## config.mk

```make
export PLATFORM = sky130hd
export DESIGN_NAME = maj_fold_ctrl
export DESIGN_NICKNAME = d
export VERILOG_FILES = /design/src/rtl/maj_fold_ctrl.sv
export SDC_FILE = /design/constraint.sdc
export NUM_CORES = 1
export LEC_CHECK = 0
export ABC_CLOCK_PERIOD_IN_PS = 5240
export BUFFER_PORTS_ARGS = -buffer_cell sky130_fd_sc_hd__buf_4
export CAP_MARGIN = 20
export CORE_MARGIN = 3
export CORE_UTILIZATION = 55
export CTS_BUF_LIST = sky130_fd_sc_hd__clkbuf_8
export CTS_CLUSTER_SIZE = 12
export DETAILED_ROUTE_END_ITERATION = 8
export PLACE_DENSITY = 0.79
export SETUP_SLACK_MARGIN = 0.2
export SYNTH_ARGS = -nofsm -noshare
export SYNTH_HDL_FRONTEND = slang
export SYNTH_SLANG_ARGS = --single-unit
```

## constraint.sdc

```tcl
create_clock -name clk -period 5.24 [get_ports clk]
set_input_delay 0.786 -clock clk [delete_from_list [all_inputs] [get_ports clk]]
set_output_delay 0.786 -clock clk [all_outputs]
set_load 0.005 [all_outputs]
```

## src/rtl/maj_fold_ctrl.sv

```systemverilog
// maj_fold_ctrl: folded threshold/majority evaluator.
// Accepts an N-bit vector plus a threshold, counts its ones W bits per cycle
// over NCH = ceil(N/W) RUN cycles, then holds {count, count >= threshold}
// until the consumer takes it.
// Ports:
//   clk, rst              clock, synchronous active-high reset
//   in_valid / in_ready   request handshake (ready only in IDLE)
//   in_vec, in_thr        request payload, sampled on the accept cycle only
//   out_valid / out_ready result handshake
//   out_y, out_count      threshold decision and ones-count (registered)
//   busy                  high while a request is in flight (RUN or DONE)
module maj_fold_ctrl #(
    parameter int unsigned N  = 15,
    parameter int unsigned W  = 5,
    localparam int unsigned CW = $clog2(N + 1)
) (
    input  logic          clk,
    input  logic          rst,
    input  logic          in_valid,
    output logic          in_ready,
    input  logic [N-1:0]  in_vec,
    input  logic [CW-1:0] in_thr,
    output logic          out_valid,
    input  logic          out_ready,
    output logic          out_y,
    output logic [CW-1:0] out_count,
    output logic          busy
);

    localparam int unsigned NCH = (N + W - 1) / W;
    localparam int unsigned PW  = NCH * W;
    localparam int unsigned IW  = (NCH > 1) ? $clog2(NCH) : 1;

    typedef enum logic [1:0] {
        S_IDLE = 2'd0,
        S_RUN  = 2'd1,
        S_DONE = 2'd2
    } state_e;

    state_e        state_q;
    logic [PW-1:0] vec_q;
    logic [CW-1:0] thr_q;
    logic [CW-1:0] acc_q;
    logic [CW-1:0] acc_d;
    logic [IW-1:0] idx_q;
    logic [W-1:0]  chunk;
    logic          in_ready_q;
    logic          out_valid_q;
    logic          out_y_q;
    logic [CW-1:0] out_count_q;
    logic          busy_q;

    // Select the current W-bit slice; vec_q is zero-padded up to PW bits.
    always_comb begin
        chunk = '0;
        for (int i = 0; i < int'(NCH); i++) begin
            if (idx_q == IW'(i)) begin
                chunk = vec_q[i*W +: W];
            end
        end
    end

    // Running ones-count including the current slice.
    always_comb begin
        acc_d = acc_q;
        for (int j = 0; j < int'(W); j++) begin
            acc_d = acc_d + CW'(chunk[j]);
        end
    end

    // Control FSM with registered outputs.
    always_ff @(posedge clk) begin
        if (rst) begin
            state_q     <= S_IDLE;
            vec_q       <= '0;
            thr_q       <= '0;
            acc_q       <= '0;
            idx_q       <= '0;
            in_ready_q  <= 1'b1;
            out_valid_q <= 1'b0;
            out_y_q     <= 1'b0;
            out_count_q <= '0;
            busy_q      <= 1'b0;
        end else begin
            case (state_q)
                S_IDLE: begin
                    if (in_valid) begin
                        vec_q      <= PW'(in_vec);
                        thr_q      <= in_thr;
                        acc_q      <= '0;
                        idx_q      <= '0;
                        in_ready_q <= 1'b0;
                        busy_q     <= 1'b1;
                        state_q    <= S_RUN;
                    end
                end
                S_RUN: begin
                    acc_q <= acc_d;
                    idx_q <= idx_q + IW'(1);
                    if (idx_q == IW'(NCH - 1)) begin
                        out_valid_q <= 1'b1;
                        out_count_q <= acc_d;
                        out_y_q     <= (acc_d >= thr_q);
                        state_q     <= S_DONE;
                    end
                end
                S_DONE: begin
                    // No re-accept here; IDLE is always visited between requests.
                    if (out_ready) begin
                        out_valid_q <= 1'b0;
                        in_ready_q  <= 1'b1;
                        busy_q      <= 1'b0;
                        state_q     <= S_IDLE;
                    end
                end
                default: begin
                    state_q     <= S_IDLE;
                    in_ready_q  <= 1'b1;
                    out_valid_q <= 1'b0;
                    busy_q      <= 1'b0;
                end
            endcase
        end
    end

    assign in_ready  = in_ready_q;
    assign out_valid = out_valid_q;
    assign out_y     = out_y_q;
    assign out_count = out_count_q;
    assign busy      = busy_q;

endmodule

```

* After elaboration in Yosys (flattened, before gate mapping)
Cells that the tools add are included.
** Cells by class
- Add/subtract/negate cells :: 6
- Magnitude comparators :: 1
- Equality and inequality tests :: 7
- Muxes and demuxes :: 19
- Bitwise gates (word level) :: 2
- Reductions and logical operators :: 9
** Operators with widths (number)
- $add A4 B1 Y4 :: 5
- $mux W5 :: 3
- $pmux W1 S3 :: 3
- $reduce_and A3 Y1 :: 3
- $mux W2 :: 4
- $pmux W4 S2 :: 1
- $ne A2 B2 Y1 const B :: 3
- $pmux W2 S3 :: 1
- $reduce_and A2 Y1 :: 3
- $mux W1 :: 5
- $eq A2 B1 Y1 const B :: 2
- $eq A2 B2 Y1 const B :: 2
- $ge A4 B4 Y1 :: 1
- $logic_not A2 Y1 :: 2
- $mux W4 :: 1
- $pmux W2 S2 :: 1
- $add A2 B1 Y2 const B :: 1
- $not A1 Y1 :: 2
- $reduce_bool A2 Y1 :: 1
** Word-level totals
- Register bits :: 35
- Input port bits :: 23
- Output and inout port bits :: 8
- Logic and storage cells :: 54

* Logic depth before layout (Yosys ltp)
Gate-level depths: netlist (run 1).
- Word-level depth :: 10
- Gate-level depth with buffers :: 17
- Depth with buffers taken out :: 17

* Worst setup path before layout (run 1)
OpenSTA, ideal clock, no wires.
- Path kind :: register -> register
- Start point :: register idx_q[1]
- End point :: register out_y_q, in the netlist out_y
- Setup time :: 0.132 ns
- Arrival :: 3.499 ns
- Data required time :: 5.108 ns
- Setup slack :: 1.609 ns
- Cell stages (with the launch flop) :: 17
- Path buffers :: 1
- Period minus slack after synthesis :: 3.631 ns
- Cells stage by stage :: dfxtp_1 > inv_1 > ha_1 > clkbuf_1 > nor2_1 > a21oi_1 > o21ai_0 > fa_1 > inv_1 > fa_1 > inv_1 > ha_1 > fa_1 > ha_1 > a211o_1 > o211ai_1 > a211oi_2
** Between the ends
- Cells in the longest elaborated chain, start to end :: 10
- Elaborated cells between the ends (all ways) :: 13
- Classes of those cells :: 5 x add/sub; 1 x order compare; 2 x eq/ne; 3 x mux; 2 x reduce/logical
** RTL lines
- start: declaration :: RTL line 45 : logic [IW-1:0] idx_q;
- start signal: assignment :: RTL line 99 : idx_q <= idx_q + IW'(1);
- $logic_not A2 Y1 :: RTL line 57 : if (idx_q == IW'(i)) begin
- $mux W5 (2 in series) :: RTL line 57
- $mux W5 * :: RTL line 57
- $add A4 B1 Y4 (4 in series) :: RTL line 67 : acc_d = acc_d + CW'(chunk[j]);
- $add A4 B1 Y4 * :: RTL line 67
- named net acc_d[1] :: RTL line 44 : logic [CW-1:0] acc_d;
- $ge A4 B4 Y1 * :: RTL line 103 : out_y_q <= (acc_d >= thr_q);
- end signal: assignment :: RTL line 103
- end: declaration :: RTL line 49 : logic out_y_q;
The timed path passes the listed nets; every way through them passes the cells marked *.
A chain may end at the register's enable or synchronous reset.

* Final worst setup path (run 1)
- Start point :: register idx_q[0]
- End point :: register out_y_q, in the netlist out_y
The elaborated chain is that of the path after synthesis.

==> results of run 1 <==
-- cell usage in the layout, fill, tap and decap left out --
master and n:
fa_1 3, clkbuf_8 5, buf_4 31, a211oi_1 1, nand4b_1 1, dfxtp_1 35
a211oi_2 1, mux2_2 1, nand3b_1 4, o211ai_1 1, nand2b_1 2, a21oi_1 34
or2b_1 1, nand3_1 1, nor3_2 1, inv_1 11, nor3b_1 1, ha_1 11
a22oi_1 4, o21bai_1 1, or2_2 1, nor2_1 14, nand2b_4 1, a211o_1 1
xnor2_1 1, o21ai_0 4, nor2_2 1, nor2b_1 2, xor2_1 1, nand2_1 55
and2_4 1, a21o_1 2
-- per-stage QoR --
stage / utilization [%] / power (mW) / hold WS, ns / instance area (µm²)
4_1_cts: 69.3 / 0.563 / 0.464 / 1980
3_5_place_dp: 66.7 / 0.394 / 0.454 / 1900
5_1_grt: 69.3 / 0.586 / 0.471 / 1980
3_3_place_gp: 66.7 / 0.389 / 0.443 / 1900
2_1_floorplan: - / 0.363 / 0.436 / 1690
6_report: 69.3 / 0.557 / 0.465 / 1980
-- cell usage after synthesis (all sizes together) --
cell / n / share of area [%]
xnor2: 1 / 0.52
ha: 11 / 8.1
dfxtp: 35 / 41
and2: 1 / 0.52
nor2: 15 / 3.5
a22oi: 4 / 1.8
or2: 1 / 0.37
nor3b: 1 / 0.44
nand2: 55 / 12
fa: 3 / 3.5
a211o: 1 / 0.52
o211ai: 1 / 0.44
nand2b: 3 / 1.6
xor2: 1 / 0.52
nand3: 1 / 0.30
nor2b: 2 / 0.74
o21bai: 1 / 0.44
a21oi: 34 / 10
inv: 10 / 2.2
nand4b: 1 / 0.52
clkbuf: 6 / 1.3
mux2: 1 / 0.67
a211oi: 2 / 1.2
nor3: 1 / 0.59
o21ai: 4 / 1.2
or2b: 1 / 0.44
buf: 6 / 2.3
nand3b: 4 / 1.8
a21o: 2 / 0.89
-- critical path: cells and delay by family, from the launching register on --
family	cells	cell delay, ns
buffers and inverters	3	0.17
XOR/XNOR	1	0.18
AND/OR/NAND/NOR	2	0.14
AO/OA/AOI/OAI	5	0.69
adder cells (fa/ha/maj)	6	2.11
flip-flops	1	0.35
-- sequential cells by signal, indices dropped and copies added, names as in the netlist --
| register | cells |
|---|---|
| vec_q | 15 |
| acc_q | 4 |
| out_count | 4 |
| thr_q | 4 |
| idx_q | 2 |
| state_q | 2 |
| busy | 1 |
| in_ready | 1 |
| out_valid | 1 |
| out_y | 1 |
-- report_power, final --
group	switching [mW]	internal [mW]	leakage (nW)
logic	0.0522	0.0460	0.540
clock network	0.0832	0.0864	0.0413
registers	0.00903	0.280	0.286
total	0.144	0.412	0.868
-- how the worst max path moves through the flow --
stage,startpoint,to,slack (ns),depth (start not counted)
after floorplan,idx_q[1],out_y,1.61,16
after global placement,idx_q[0],out_y,1.59,17
after detailed placement,idx_q[0],out_y,1.47,17
after CTS,idx_q[0],out_y,1.46,17
after global routing,idx_q[0],out_y,1.25,17
final,idx_q[0],out_y,1.49,17
-- final cells by class --
type	instances	share of cell area (%)
Inverter	10	1.90
Multi-Input combinational cell	152	45.2
Clock inverter	1	0.190
Clock buffer	5	3.48
Tap cell	31	1.96
Timing Repair Buffer	31	11.8
Sequential cell	35	35.5
-- cells by family after synthesis --
group / share of synthesized area [%]
AND/OR/NAND/NOR: 22.9
AO/OA/AOI/OAI: 16.5
flip-flops: 41.4
buffers and inverters: 5.84
adder cells (fa/ha/maj): 11.7
XOR/XNOR: 1.03
multiplexers: 0.665
-- routing by layer --
metal,GRT usage (%),vias up,routed length [µm]
met5,0,-,0
met4,7.88,0,48
met3,5.87,8,159
met2,33.2,32,1640
met1,24.9,632,1540
li1,-,737,-
==> out/metrics.cfg, run 1 <==
[outcome]
status=completed

[logic_synthesis]
avgSynthCellArea_um2=8.10
ys_types=34
syn_inst=209
yosysWarnings=0
synth_nets=246
syn_area_mm2=0.00169
seq_area_frac_synth_pct=41.4
ys_ff_latch=35

[worst_hold_path]
whs_endpoint=vec_q[7]
holdCritStartpoint=vec_q[7]
min_path_type=flop to flop
holdPathStages=2

[cells_and_area]
fin_cells=265
nets=272
drive_gt1_share_pct=18.4
antennaDiodeCount=0
fillers=239
area_delta_synth_final_pct=16.7
seqCellArea_um2=701
multi_input_area_um2=893

[route]
drtPass1Iterations=5
via_count=1409
vias_per_cell=5.32
postRouteWirelength_mm=3.39
post_drt_wl_per_cell_um=12.8
drc=0
drt_iter0_drc=88
ant_nets=0

[clock_tree]
cts-resized-gates=0
htree_levels=2
cts_tree=yes
cts_root_buffer=clkbuf_8
cts.clk_slew.worst_paths_ns=0.06
clock-sinks=35
clk_latency_ns=0.28
cts_hold_buf=0
cts_buffer_depth=2
cts_setup_buffers=0
numCtsBuffers=5

[run]
max-cap-violations=0

[sta]
worst_pin_slew_ns=0.573
relSlewSlack_pct=61.7
min_period_over_period_pct=71.7
fin_crit_ns=3.75
setup_viol=0
finalSetupTns_ns=0
final_max_slew_viol_count=0
skew_ns=0.00389
rsz0062_at_grt=no
worst_slack_ns=1.49
hold_viol_final=0
max_freq_ghz=0.266

[global_routing]
track_usage_pct=20.2
grt.overflow.total=0
grt_pass1_wl_mm=5.64
grt_start_max_net_pins=38
grt_pass1_vias=1361
antenna_found_initial=0

[setup_path]
crit_required_ns=5.39
path_max_fanout=5
worstSetupPathType=flop to flop
slowest_delay_ns=0.53
r2r_cells=17
r2r_slack_ns=1.49
r2r_start=idx_q[0]
crit_chain=inv_1 -> ha_1 -> nand2_1 -> nor2_1 -> a21oi_1 -> o21ai_0 -> fa_1 -> inv_1 -> fa_1 -> inv_1 -> ha_1 -> fa_1 -> xor2_1 -> ha_1 -> a211o_1 -> o211ai_1 -> a211oi_2
reg2reg_to=out_y
critical_path.slowest_cell=fa_1
arrival_ns=3.91
endpoint_kind=flop
start_kind=flop

[place]
place_ws_ns=1.47
io_buffer_count=30
gp_congestion=0.890
dp_hpwl_mm=2.55
dp.cells=259

[floorplan]
die_y_um=61.5
core_area_mm2=0.00285
initial_utilization_pct=59.3
rows=19
dieArea_mm2=0.00378
fp.dieW_um=61.5
boundaryPins=31

[pwr]
cellLeakagePower_nw=0.868
ir_worst_vdd_uv=185
p_per_area_mw_per_mm2=282

No activity file was read; power rests on OpenSTA's default activity.
==> inputs of run 2 (changes only) <==
- ABC_AREA: default -> 1
- ABC_CLOCK_PERIOD_IN_PS: 5240 -> 3400
- CORE_UTILIZATION: 55 -> 51
- PLACE_DENSITY: 0.79 -> 0.77
- clock period: 5.24 -> 3.4 ns (I/O delays scaled with it)
==> out/metrics.cfg, run 2 <==
[outcome]
status=completed

[sta]
final_max_slew_viol_count=0
max_freq_ghz=0.308
fin_crit_ns=3.25
skew_ns=0.00587
setup_viol=0
rsz0062_at_grt=yes
relSlewSlack_pct=58.3
hold_viol_final=0
worst_pin_slew_ns=0.624
min_period_over_period_pct=95.5
worst_slack_ns=0.153

[setup_path]
arrival_ns=3.42
critical_path.slowest_cell=fa_1
crit_cells=19
worstSetupPathType=flop to flop
reg2reg_to=out_y
cp_top_family=adder cells
r2r_slack_ns=0.15
cp-startpoint=idx_q[1]
r2r_cells=19
crit_required_ns=3.58
crit_chain=inv_4 -> ha_4 -> inv_2 -> nand3_1 -> a21oi_2 -> fa_1 -> inv_1 -> fa_1 -> inv_1 -> ha_2 -> buf_4 -> nand3_1 -> nand3_1 -> nand2_2 -> ha_4 -> nand2_1 -> inv_1 -> nor3_2 -> a21oi_1
start_kind=flop
path_max_fanout=5
worst-path-buf-inv=6
r2r_start=idx_q[1]
slowest_delay_ns=0.42
endpoint_kind=flop
cp-endpoint=out_y

[route]
drc=0
vias_per_cell=5.06
post_drt_wl_per_cell_um=13.0
ant_nets=0
drtPass1Iterations=4
postRouteWirelength_mm=3.86
drt_iter0_drc=91
via_count=1503

[logic_synthesis]
synth_edf_count=0
ys_ff_latch=35
avgSynthCellArea_um2=7.73
synth_nets=252
yosysTopAreaCell=dfxtp_1
yosysWarnings=0
syn_inst=215
synth_common_cells=nor2_1 (40), dfxtp_1 (35), nand2_1 (29), a21oi_1 (24), o21ai_0 (24)
synth_top_area_share_pct=42.1
ys_types=20
seq_area_frac_synth_pct=42.1
ys_top_cells_by_area=dfxtp_1 (42%), nor2_1 (9.0%), ha_1 (8.3%)
synthArstFlopShare_pct=0
ys.flop_type=dfxtp_1
synth.most_common_cell=nor2_1
syn_area_mm2=0.00166

[global_routing]
grt_pass1_wl_mm=6.36
grt_pass1_vias=1447
grt.overflow.total=0
antenna_found_initial=0
grt_start_max_net_pins=26
track_usage_pct=20.5

[clock_tree]
clk_latency_ns=0.29
numCtsBuffers=5
clock-sinks=35
cts_tree=yes
cts_buffer_depth=2
cts_root_buffer=clkbuf_8
cts.clk_slew.worst_paths_ns=0.07
htree_levels=2

[floorplan]
rows=20
dieArea_mm2=0.00398
core_area_mm2=0.00308
fp.dieW_um=63.1
boundaryPins=31
die_y_um=63.1
initial_utilization_pct=54.0

[place]
place_ws_ns=0.0955
io_buffer_count=30
dp.cells=283
dp_hpwl_mm=2.47
gp_congestion=0.845
place_area_mm2=0.00194

[worst_hold_path]
min_path_type=input pin to flop

[cells_and_area]
drive_gt1_share_pct=27.3
nets=289
largest_reg_flops=15
antennaDiodeCount=0
fillers=255
area_delta_synth_final_pct=30.7
layout.cells.most_common_list=nor2_1 (39), buf_4 (36), dfxtp_1 (33)
final_common_cell=nor2_1
regMostFlops=vec_q
fin_area_mm2=0.00217
fin_cells=297

[pwr]
ir_worst_vdd_uv=267
p_per_area_mw_per_mm2=494
power.total_mw=1.07
cellLeakagePower_nw=1.00

[run]
max-cap-violations=0

run 2: cell types whose count changed after synthesis, sizes merged, moves of 2 or more:
| cell | before | now |
|---|---|---|
| nand3 | 1 | 14 |
| a21o | 2 | 0 |
| inv | 10 | 22 |
| nand2b | 3 | 0 |
| o21ai | 4 | 24 |
| a211oi | 2 | 0 |
| a21oi | 34 | 24 |
| nor2 | 15 | 41 |
| buf | 6 | 2 |
| nand3b | 4 | 0 |
| a22oi | 4 | 0 |
| nand2 | 55 | 30 |
| nor2b | 2 | 0 |
| clkbuf | 6 | 4 |
run 2: layout make-up:
cell class,instances,area [µm²],area share (%)
multi-input combinational,152,947,43.6
sequential,35,708,32.6
timing repair buffer,36,270,12.4
clock buffer,7,96.3,4.43
inverter,22,92.6,4.26
tap,44,55.1,2.53
clock inverter,1,3.75,0.173
run 2: cell families (layout without fill, tap and decap cells):
group	Yosys count	after routing	share of synthesized area, %
AOI/OAI and AO/OA	50	50	15.5
xor gates and xnor gates	1	1	0.527
adders and majority gates	14	14	11.9
buffers and inverters	28	66	7.37
DFF	35	35	42.1
and+or+nand+nor	87	87	22.6
run 2: worst min path at each step:
| stage | depth (start not counted) | endpoint | slack (ns) | start |
|---|---|---|---|---|
| finish | 3 | vec_q[10] | 0.44 | in_vec[10] |
| global route | 3 | vec_q[10] | 0.43 | in_vec[10] |
| CTS | 3 | vec_q[1] | 0.43 | in_vec[1] |
| detailed placement | 2 | out_count[0] | 0.46 | out_count[0] |
| global placement | 2 | in_ready | 0.44 | in_ready |
| floorplan | 2 | thr_q[1] | 0.43 | thr_q[1] |
run 2: worst reg2reg max path, cell delays in order, from the launching register on:
cell	delay [ns]
dfxtp_4	0.38
inv_4	0.04
ha_4	0.17
inv_2	0.08
nand3_1	0.11
a21oi_2	0.19
fa_1	0.42
inv_1	0.07
fa_1	0.40
inv_1	0.07
ha_2	0.19
buf_4	0.11
nand3_1	0.10
nand3_1	0.15
nand2_2	0.10
ha_4	0.22
nand2_1	0.06
inv_1	0.06
nor3_2	0.14
a21oi_1	0.09
run 2: what timing repair did:
item	CTS	global route
pin swaps	9	5
buffers inserted	5	1
endpoints found under the setup margin	1	3
hold buffers	0	0
resized for setup	10	11
endpoints found under the hold margin	0	0
run 2: where the power goes:
part,internal (mW),total (mW),switching [mW]
combinational,0.134,0.288,0.154
clock,0.182,0.324,0.143
sequential,0.440,0.461,0.0207
total,0.757,1.07,0.317
run 2: routing by layer:
metal | vias up | GRT usage, % | wire length, µm
met1 | 694 | 25.8 | 1770
met5 | - | 0 | 0
met2 | 30 | 32.4 | 1850
met3 | 10 | 6.42 | 164
li1 | 769 | - | -
met4 | 0 | 8.54 | 73
run 2: per-stage QoR:
stage                     setup TNS (ns)  utilization [%]  hold slack (ns)
final                                  0             70.6            0.442
after global routing             -0.0465             70.6            0.434
after CTS                              0             68.9            0.435
after detailed placement               0             63.0            0.456
after global placement                 0             63.0            0.438
after floorplan                        0                -            0.435
==> inputs of run 3 (changes only) <==
- CORE_ASPECT_RATIO: default -> 1.5
==> out/metrics.cfg, run 3 (same netlist as run 2, synthesis figures left out) <==
[outcome]
status=completed

[route]
drt_iter0_drc=46
drc=0
ant_nets=0
postRouteWirelength_mm=3.86
vias_per_cell=5.12
via_count=1499
drtPass1Iterations=4
post_drt_wl_per_cell_um=13.2

[worst_hold_path]
min_path_type=input pin to flop

[sta]
final_max_slew_viol_count=0
worst_pin_slew_ns=0.628
setup_viol=0
min_period_over_period_pct=95.7
rsz0062_at_grt=yes
max_freq_ghz=0.307
hold_viol_final=0
relSlewSlack_pct=58.1
finalSetupTns_ns=0
fin_crit_ns=3.25
whs_ns=0.442
skew_ns=0.00816

[global_routing]
antenna_found_initial=0
grt.overflow.total=0
track_usage_pct=20.9
grt_pass1_wl_mm=6.36
grt_pass1_vias=1452
grt_start_max_net_pins=26

[floorplan]
die_y_um=75.9
dieArea_mm2=0.00400
boundaryPins=31
fp.dieW_um=52.6
initial_utilization_pct=55.4
rows=24
core_area_mm2=0.00300

[clock_tree]
cts.clk_slew.worst_paths_ns=0.08
clk_latency_ns=0.29
clock-sinks=35
cts_tree=yes
cts_buffer_depth=2
htree_levels=2
numCtsBuffers=5
cts_root_buffer=clkbuf_8

[setup_path]
cp-startpoint=idx_q[1]
slowest_delay_ns=0.57
critical_path.slowest_cell=fa_2
arrival_ns=3.44
r2r_start=idx_q[1]
endpoint_kind=flop
cp-endpoint=out_y
path_max_fanout=4
r2r_cells=15
reg2reg_to=out_y
crit_required_ns=3.59
crit_chain=inv_4 -> ha_4 -> a21oi_2 -> a21oi_2 -> fa_1 -> inv_2 -> fa_1 -> inv_1 -> ha_2 -> fa_2 -> ha_4 -> o21ai_2 -> nand2_1 -> nand3_1 -> a21oi_1
start_kind=flop
r2r_slack_ns=0.15
worstSetupPathType=flop to flop

[cells_and_area]
regMostFlops=vec_q
fillers=244
drive_gt1_share_pct=29.1
antennaDiodeCount=0
largest_reg_flops=15
area_delta_synth_final_pct=33.7
fin_cells=293
multi_input_area_um2=957
nets=290
seqCellArea_um2=708
layout.cells.most_common_list=nor2_1 (38), buf_4 (37), dfxtp_1 (33)
final_common_cell=nor2_1

[pwr]
power.total_mw=1.23
cellLeakagePower_nw=1.02
p_per_area_mw_per_mm2=554
ir_worst_vdd_uv=451

[place]
dp.cells=279
gp_congestion=0.850
dp_hpwl_mm=2.58
io_buffer_count=30

[run]
max-cap-violations=0

==> run 3: worst min path at each step <==
stage                          start        end  slack (ns)  depth (start not counted)
after floorplan             thr_q[1]   thr_q[1]        0.43                          2
after global placement      in_ready   in_ready        0.44                          2
after detailed placement    in_ready   in_ready        0.45                          2
after CTS                  in_vec[1]   vec_q[1]        0.44                          3
after global routing      in_vec[13]  vec_q[13]        0.45                          3
final                      in_vec[1]   vec_q[1]        0.44                          3
==> run 3: power breakdown <==
group / switching (mW) / total (mW) / internal (mW)
clock network: 0.153 / 0.446 / 0.292
logic: 0.173 / 0.325 / 0.152
registers: 0.0209 / 0.461 / 0.440
==> run 3: per-stage QoR <==
step                      instance area [µm²]  util [%]  setup WS, ns
after floorplan                          1700         -         0.219
after global placement                   1940      64.6        0.0407
after detailed placement                 1940      64.6       -0.0129
after CTS                                2170      72.3         0.138
after global routing                     2220      74.0        0.0230
final                                    2220      74.0         0.146
==> run 3: what timing repair did <==
| action | CTS | global route |
|---|---|---|
| gates resized for setup | 17 | 9 |
| hold buffers | 0 | 0 |
| pin swaps | 10 | 11 |
| endpoints found under the setup margin | 1 | 2 |
| setup buffers | 5 | 1 |
==> run 3: worst max-delay path, delay by kind of cell (launching register included) <==
kind,cells,cell delay (ns)
buffers and inverters,3,0.13
AND/OR/NAND/NOR,2,0.13
adder cells (fa/ha/maj),6,2.17
flip-flops,1,0.38
AO/OA/AOI/OAI,4,0.33
==> run 3: final cells by class <==
cell class,count,area share (%)
Timing Repair Buffer,37,12.5
Clock inverter,3,3.04
Clock buffer,5,3.10
Sequential cell,35,31.9
Inverter,22,4.28
Tap cell,39,2.19
Multi-Input combinational cell,152,43.1
==> run 3: metal layers <==
layer  track usage [%]  wire (µm)  part of all wire [%]  vias to the layer above
met5                 0          0                     0                        -
met4              9.72        102                   2.6                        0
met3              4.51        149                   3.9                       11
met2              35.2       2020                    52                       33
met1              24.3       1580                    41                      682
li1                  -          -                     -                      773
